`src/rtl/sync_filter_bus.sv`:
```
// Multi-channel async input conditioner: per-channel synchronizer chain, glitch
// filter with programmable threshold, edge pulses, sticky change flags and a rejection counter.
module sync_filter_bus #(
    parameter int unsigned      NCH   = 4,
    parameter int unsigned      NSYNC = 2,
    parameter int unsigned      NFILT = 4,
    parameter logic [NCH-1:0]   INIT  = '0
) (
    input  logic             out_clk,
    input  logic             rst_n,
    input  logic [NCH-1:0]   in,
    input  logic [NFILT-1:0] filt_len,
    input  logic             clr_sticky,
    output logic [NCH-1:0]   out,
    output logic [NCH-1:0]   rise,
    output logic [NCH-1:0]   fall,
    output logic [NCH-1:0]   changed,
    output logic [15:0]      glitch_cnt
);

    (* ASYNC_REG = "TRUE" *) logic [NSYNC-1:0][NCH-1:0] sync_q;
    logic [NSYNC-1:0][NCH-1:0] sync_d;
    (* ASYNC_REG = "TRUE" *) logic [NCH-1:0] s;

    logic [NCH-1:0]            out_q, out_d;
    logic [NCH-1:0][NFILT-1:0] cnt_q, cnt_d;
    logic [NCH-1:0]            rise_q, rise_d;
    logic [NCH-1:0]            fall_q, fall_d;
    logic [NCH-1:0]            changed_q, changed_d;
    logic [15:0]               glitch_q, glitch_d;
    logic [NCH-1:0]            reject;

    always_comb begin
        sync_d    = sync_q;
        sync_d[0] = in;
        for (int unsigned i = 1; i < NSYNC; i++) begin
            sync_d[i] = sync_q[i-1];
        end
        s = sync_q[NSYNC-1];
    end

    // >= (not ==) lets a lowered threshold commit a long-running count at once
    always_comb begin
        out_d  = out_q;
        cnt_d  = cnt_q;
        reject = '0;
        for (int unsigned ch = 0; ch < NCH; ch++) begin
            if (s[ch] == out_q[ch]) begin
                cnt_d[ch]  = '0;
                reject[ch] = (cnt_q[ch] != '0);
            end else if (cnt_q[ch] >= filt_len) begin
                out_d[ch] = s[ch];
                cnt_d[ch] = '0;
            end else begin
                cnt_d[ch] = cnt_q[ch] + 1'b1;
            end
        end
    end

    always_comb begin
        rise_d    = out_d & ~out_q;
        fall_d    = ~out_d & out_q;
        changed_d = (clr_sticky ? '0 : changed_q) | rise_d | fall_d;
        glitch_d  = glitch_q;
        if (clr_sticky) begin
            glitch_d = {15'd0, |reject};
        end else if ((|reject) && (glitch_q != '1)) begin
            glitch_d = glitch_q + 16'd1;
        end
    end

    always_ff @(posedge out_clk or negedge rst_n) begin
        if (!rst_n) begin
            sync_q    <= {NSYNC{INIT}};
            out_q     <= INIT;
            cnt_q     <= '0;
            rise_q    <= '0;
            fall_q    <= '0;
            changed_q <= '0;
            glitch_q  <= '0;
        end else begin
            sync_q    <= sync_d;
            out_q     <= out_d;
            cnt_q     <= cnt_d;
            rise_q    <= rise_d;
            fall_q    <= fall_d;
            changed_q <= changed_d;
            glitch_q  <= glitch_d;
        end
    end

    assign out        = out_q;
    assign rise       = rise_q;
    assign fall       = fall_q;
    assign changed    = changed_q;
    assign glitch_cnt = glitch_q;

endmodule

```
`config.mk`:
```
export PLATFORM = sky130hd
export DESIGN_NAME = sync_filter_bus
export DESIGN_NICKNAME = d
export VERILOG_FILES = /design/src/rtl/sync_filter_bus.sv
export SDC_FILE = /design/constraint.sdc
export NUM_CORES = 1
export LEC_CHECK = 0
export CAP_MARGIN = 20
export CELL_PAD_IN_SITES_DETAIL_PLACEMENT = 1
export CELL_PAD_IN_SITES_GLOBAL_PLACEMENT = 2
export CORE_ASPECT_RATIO = 1.5
export CORE_MARGIN = 4
export CORE_UTILIZATION = 35
export DETAILED_ROUTE_END_ITERATION = 10
export PLACE_DENSITY_LB_ADDON = 0.1
export SLEW_MARGIN = 15
export SYNTH_ARGS = -nofsm -noshare
export SYNTH_HDL_FRONTEND = slang
export SYNTH_SLANG_ARGS = --single-unit
```
`constraint.sdc`:
```
create_clock -name out_clk -period 2.8 [get_ports out_clk]
set_clock_uncertainty 0.15 [all_clocks]
set_input_delay 0.56 -clock out_clk [delete_from_list [all_inputs] [get_ports out_clk]]
set_output_delay 0.56 -clock out_clk [all_outputs]
set_load 0.005 [all_outputs]
```
**After elaboration in Yosys (flattened, before gate mapping)**

Index checks and enable logic that the tools add are counted.

- Multipliers: 0
- Reduce and logical (&&, ||, !) cells: 7
- Muxes and demuxes: 23
- Add/subtract/negate cells: 5
- Div/mod/pow operators: 0
- Order comparisons: 4
- Bitwise logic cells: 6
- Shifts and indexed selects: 0
- Equality and inequality tests: 5

Operator list:

| operator | number |
|---|---|
| 4-bit two-way mux | 9 |
| 16-bit two-way mux | 2 |
| 16-bit by 1-bit adder with 16-bit output (second input constant) | 1 |
| 4-bit by 1-bit adder with 4-bit output (second input constant) | 4 |
| 4-bit greater-or-equal comparator | 4 |
| 16-bit != test (second input constant) | 1 |
| 4-bit nonzero test | 4 |
| 1-bit two-way mux | 12 |
| 4-bit AND | 2 |
| 4-bit inverter | 2 |
| 4-bit OR | 2 |
| 1-bit == test | 4 |
| 4-bit OR reduction | 1 |
| 2-bit nonzero test | 1 |
| 1-bit logical AND | 1 |

- Logic and storage cells: 61
- Register bits after elaboration: 56
- Output and inout port bits: 32
- Memories kept: 0
- Bits in latches: 0
- ROM bits: 0
- RAM bits: 0

**Logic depth before layout (Yosys ltp)**

Gate-level depths: netlist of the first run.

- Depth after elaboration: 6
- Mapped depth: 9

**Worst setup path before layout of the first run**

OpenSTA, ideal clock, no wires.

- Path kind: input to register
- Start: in filt_len[0]
- End: reg out_q[0], in the netlist out[0]
- Path slack: 553 ps
- Library setup time: 125 ps
- Stages: 6
- Arrival: 1972 ps
- Cell sequence: ha_1 > nand2b_1 > a21o_1 > a21o_1 > a21oi_1 > mux2_2

- Cells in the longest elaborated chain, start to end: 3

RTL lines:

| item | RTL line | RTL |
|---|---|---|
| start: declaration | 12 | `input logic [NFILT-1:0] filt_len,` |
| 4-bit greater-or-equal comparator | 51 | `end else if (cnt_q[ch] >= filt_len) begin` |
| 1-bit two-way mux | 51 |  |
| 1-bit two-way mux | 48 | `if (s[ch] == out_q[ch]) begin` |
| named net out_d[0] | 25 | `logic [NCH-1:0] out_q, out_d;` |
| end signal: assignment | 83 | `out_q <= out_d;` |
| end: declaration | 25 |  |

The timed path passes the listed nets, and every way through them passes these cells.
A chain may end at the register's enable or synchronous reset.

**Worst setup path after layout of the first run**

- Start: reg glitch_q[0], in the netlist glitch_cnt[0]
- End: reg glitch_q[13], in the netlist glitch_cnt[13]

- Cells in the longest elaborated chain, start to end: 3
- Elaborated cells on any way between the ends: 6
- Classes of those cells: add/sub: 1; eq/ne: 1; mux: 2; reduce/logical: 2

RTL lines:

| item | RTL line | RTL |
|---|---|---|
| start: declaration | 30 | `logic [15:0] glitch_q, glitch_d;` |
| start signal: assignment | 88 | `glitch_q <= glitch_d;` |
| 16-bit by 1-bit adder with 16-bit output / 16-bit != test (equally long branches) | 68, 67 |  |
| 16-bit two-way mux / 1-bit logical AND (equally long branches) | 67 | `end else if ((\|reject) && (glitch_q != '1)) begin` |
| 16-bit two-way mux / 2-bit nonzero test (equally long branches) | - |  |

Several ways; a longest one is shown, not always the timed one. The select of a mux whose other input is x is not followed.

==> results of run 1 <==
[flip-flops by register name, indices dropped and copies added (netlist names)]
name and count:
changed 4, cnt_q 16, fall 4, rise 4, sync_q 4, glitch_cnt 16, out 4, s 4
[final cells by class]
type                       instances  share of cell area (%)
clock buffer                       6                    3.86
clock inverter                     2                    1.08
inverter                          20                    2.09
multi-input combinational        168                    36.3
sequential                        56                    38.9
tap                              102                    3.55
timing repair buffer              53                    14.2
[through the flow]
step / std cells / total power (W) / utilization, % / hold slack [ns]
final: 407 / 0.00280 / 46.7 / 0.104
after global routing: 407 / 0.00303 / 46.7 / 0.136
after CTS: 407 / 0.00286 / 46.7 / 0.117
after detailed placement: 399 / 0.00210 / 44.4 / 0.195
after global placement: 399 / 0.00206 / 44.4 / 0.184
after floorplan: 250 / 0.00165 / - / 0.114
[routing by layer]
layer	up-vias	global-route usage, %	part of all wire, %
met5	-	0	0
met4	0	5.81	2.2
met3	10	2.99	2.7
met2	28	28.0	56
met1	1052	17.6	39
li1	1009	-	-
[worst max-delay path by stage]
stage	startpoint	to	slack (ns)	cells past startpoint
2_1_floorplan	filt_len[0]	out[0]	0.55	6
3_3_place_gp	filt_len[0]	out[0]	0.11	7
3_5_place_dp	filt_len[0]	out[0]	0.11	7
4_1_cts	cnt_q[12]	glitch_cnt[6]	0.40	7
6_report	glitch_cnt[0]	glitch_cnt[13]	0.42	6
5_1_grt	cnt_q[12]	glitch_cnt[6]	0.28	7
[power groups by stage]
stage                     logic (W)  clock network [W]  registers [W]
after floorplan            0.000568                  0        0.00108
final                      0.000969           0.000742        0.00109
after global routing        0.00111           0.000801        0.00112
after global placement     0.000945                  0        0.00111
after CTS                  0.000993           0.000765        0.00110
after detailed placement   0.000981                  0        0.00112
[kinds of logic after synthesis]
kind of cell	count (synthesis)
buf+inv	26
compound gates	41
mux	9
simple gates	81
xor+xnor	12
fa+ha+maj	25
flops	56
[placed cells by master, fill, tap and decap left out, types with 5 or more instances in the layout]
cell             count
nor2_1               7
a21oi_1             14
a21o_1               8
buf_4               10
clkbuf_16            5
dfrtp_1             56
xor2_1               8
clkdlybuf4s50_1     41
nor3b_1             12
nand3_1             12
or4_1                9
inv_1               19
mux2_1               5
o31ai_1              8
and3_1              16
ha_1                25
[worst max-delay path: cells and delay by family (launching register included)]
kind / cells / cell delay [ns]
AND/OR/NAND/NOR: 4 / 1.26
flip-flops: 1 / 0.45
AO/OA/AOI/OAI: 1 / 0.16
adder cells (fa/ha/maj): 1 / 0.29
==> out/metrics.csv, run 1 <==
stage;metric;value;unit
clocking;holdBufCountCts;0;
synthesis;ys_seq_area_share;49.8;%
power_and_ir_drop;power_frac_clock;26.5;%
clocking;clk_latency;0.30;ns
clocking;ctsResizeCount;0;
critical_path;crit_path_start_kind;flop;
clocking;cts.sinks;56;
synthesis;yosys-mux-area-fraction;3.60;%
flow_run;cap_violations;0;
global_route;grt-ovfl-total;0;
sta;period_needed;2.38;ns
power_and_ir_drop;combPwrFrac;34.5;%
die;die_x;81.2;µm
synthesis;synth_top_cells_by_area;dfrtp_1, ha_1, and3_1, nor3b_1, inv_1;
power_and_ir_drop;switchingPower;0.000925;W
die;rows;39;
drt;drt-initial-drc-count;42;
power_and_ir_drop;p_int;0.00188;W
clocking;cts_tree;built;
clocking;cts_buffers;5;
critical_path;cp.required;2.87;ns
synthesis;synth_area_per_cell;11.2;µm²
critical_path;r2r_cells;6;
critical_path;path_max_fanout;8;
critical_path;crit_path_top_delay_cell;or4_1;
finish;drive_gt1_share;9.84;%
die;dieArea;9560;µm²
global_route;antenna_found_initial;0;
critical_path;critPathKind;reg -> reg;
place;preCtsSetupSlack;0.114;ns
die;boundaryPins;43;
synthesis;syn_area;2810;µm²
sta;fmax;0.420;GHz
global_route;grt_start_max_net_pins;35;
synthesis;synth_fa_ha_area_share;11.1;%
drt;vias_per_cell;5.16;
clocking;post_cts_buffers;0;
sta;tightest_slew;0.656;ns
drt;wl_per_cell;16.4;µm
die;initial_core_util;36.5;%
clocking;clk_transition_reported_paths;0.08;ns
sta;finalCritPeriodShare;85.1;%
finish;antenna_cells;0;
finish;fillers;883;
drt;drc;0;
finish;syn_to_final_growth;28.0;%
synthesis;yosysTopAreaCell;dfrtp_1;
drt;wirelength;6.70;mm
clocking;htreeDepth;2;
sta;final_max_slew_viol_count;0;
synthesis;synth_most_common_cell;dfrtp_1;
synthesis;synth-main-ff-cell;dfrtp_1;
finish;nets;340;
synthesis;synth-edff-count;0;
critical_path;crit_top_cell;or4_1;
synthesis;ys_warn_count;0;
sta;setup_viol;0;
sta;finalSetupTns;0;ns
synthesis;syn_inst;250;
critical_path;endpoint_kind;flop;
die;core_area;7710;µm²
drt;postRouteAntennaNets;0;
sta;setup_slack;0.418;ns
sta;slew-limit-headroom;55.9;%
critical_path;cp.arrival;2.45;ns
sta;hold_violations;0;
place;dp_hpwl;4.96;mm
synthesis;synth_fp_nets;286;
synthesis;synth-seq-cells;56;
clocking;cts_root_buf;clkbuf_16;
outcome;status;complete, no violations;
power_and_ir_drop;ir_worst_vdd;0.000282;V
synthesis;synthSimpleGateAreaFrac;18.0;%
power_and_ir_drop;power_leakage;1.69;nW
finish;final_area;3600;µm²
drt;first_pass_iters;4;
power_and_ir_drop;switching_share;33.0;%
place;gp_congestion;0.732;
synthesis;synth_compound_area_share;10.1;%
critical_path;rrSetupSlack;0.42;ns
drt;vias;2099;
place;placed_cell_area;3420;µm²
critical_path;crit_chain;ha_1 -> nand4_1 -> nor4_2 -> or4_1 -> or4_1 -> a21oi_1;
clocking;cts_buffer_depth;2;
critical_path;crit_path_max_incr_delay;0.59;ns
die;die_h;118;µm
global_route;first_global_vias;2408;
synthesis;synthDistinctLibCells;36;
place;portBuffers;42;
global_route;grt_use_total;15.6;%
synthesis;ys_top_cells_by_count;dfrtp_1, ha_1, inv_1;
critical_path;rr_startpoint;glitch_cnt[0];
critical_path;worst_r2r_endpoint;glitch_cnt[13];
global_route;grt_pass1_wl;11.7;mm
power_and_ir_drop;p_per_area;779;nW/µm²
synthesis;synth_xor_area_share;3.74;%
synthesis;synth_top_family_by_area;simple AND/OR/NAND/NOR gates;
finish;register_area;1400;µm²
min_path;hp-class;in -> async;
power_and_ir_drop;seq_power_share;39.0;%
sta;rsz0062_at_grt;false;
synthesis;synth-async-reset-ratio;100;%
synthesis;yosys.area.top_type_share;49.8;%
finish;multiInputGateArea;1310;µm²
Power figures use the tool's default switching activity.
==> run 2, diff against run 1 <==
SLEW_MARGIN = 20   (was 15)
==> results of run 2 <==
The final DEF is identical to that of run 1; final timing and power are the same.
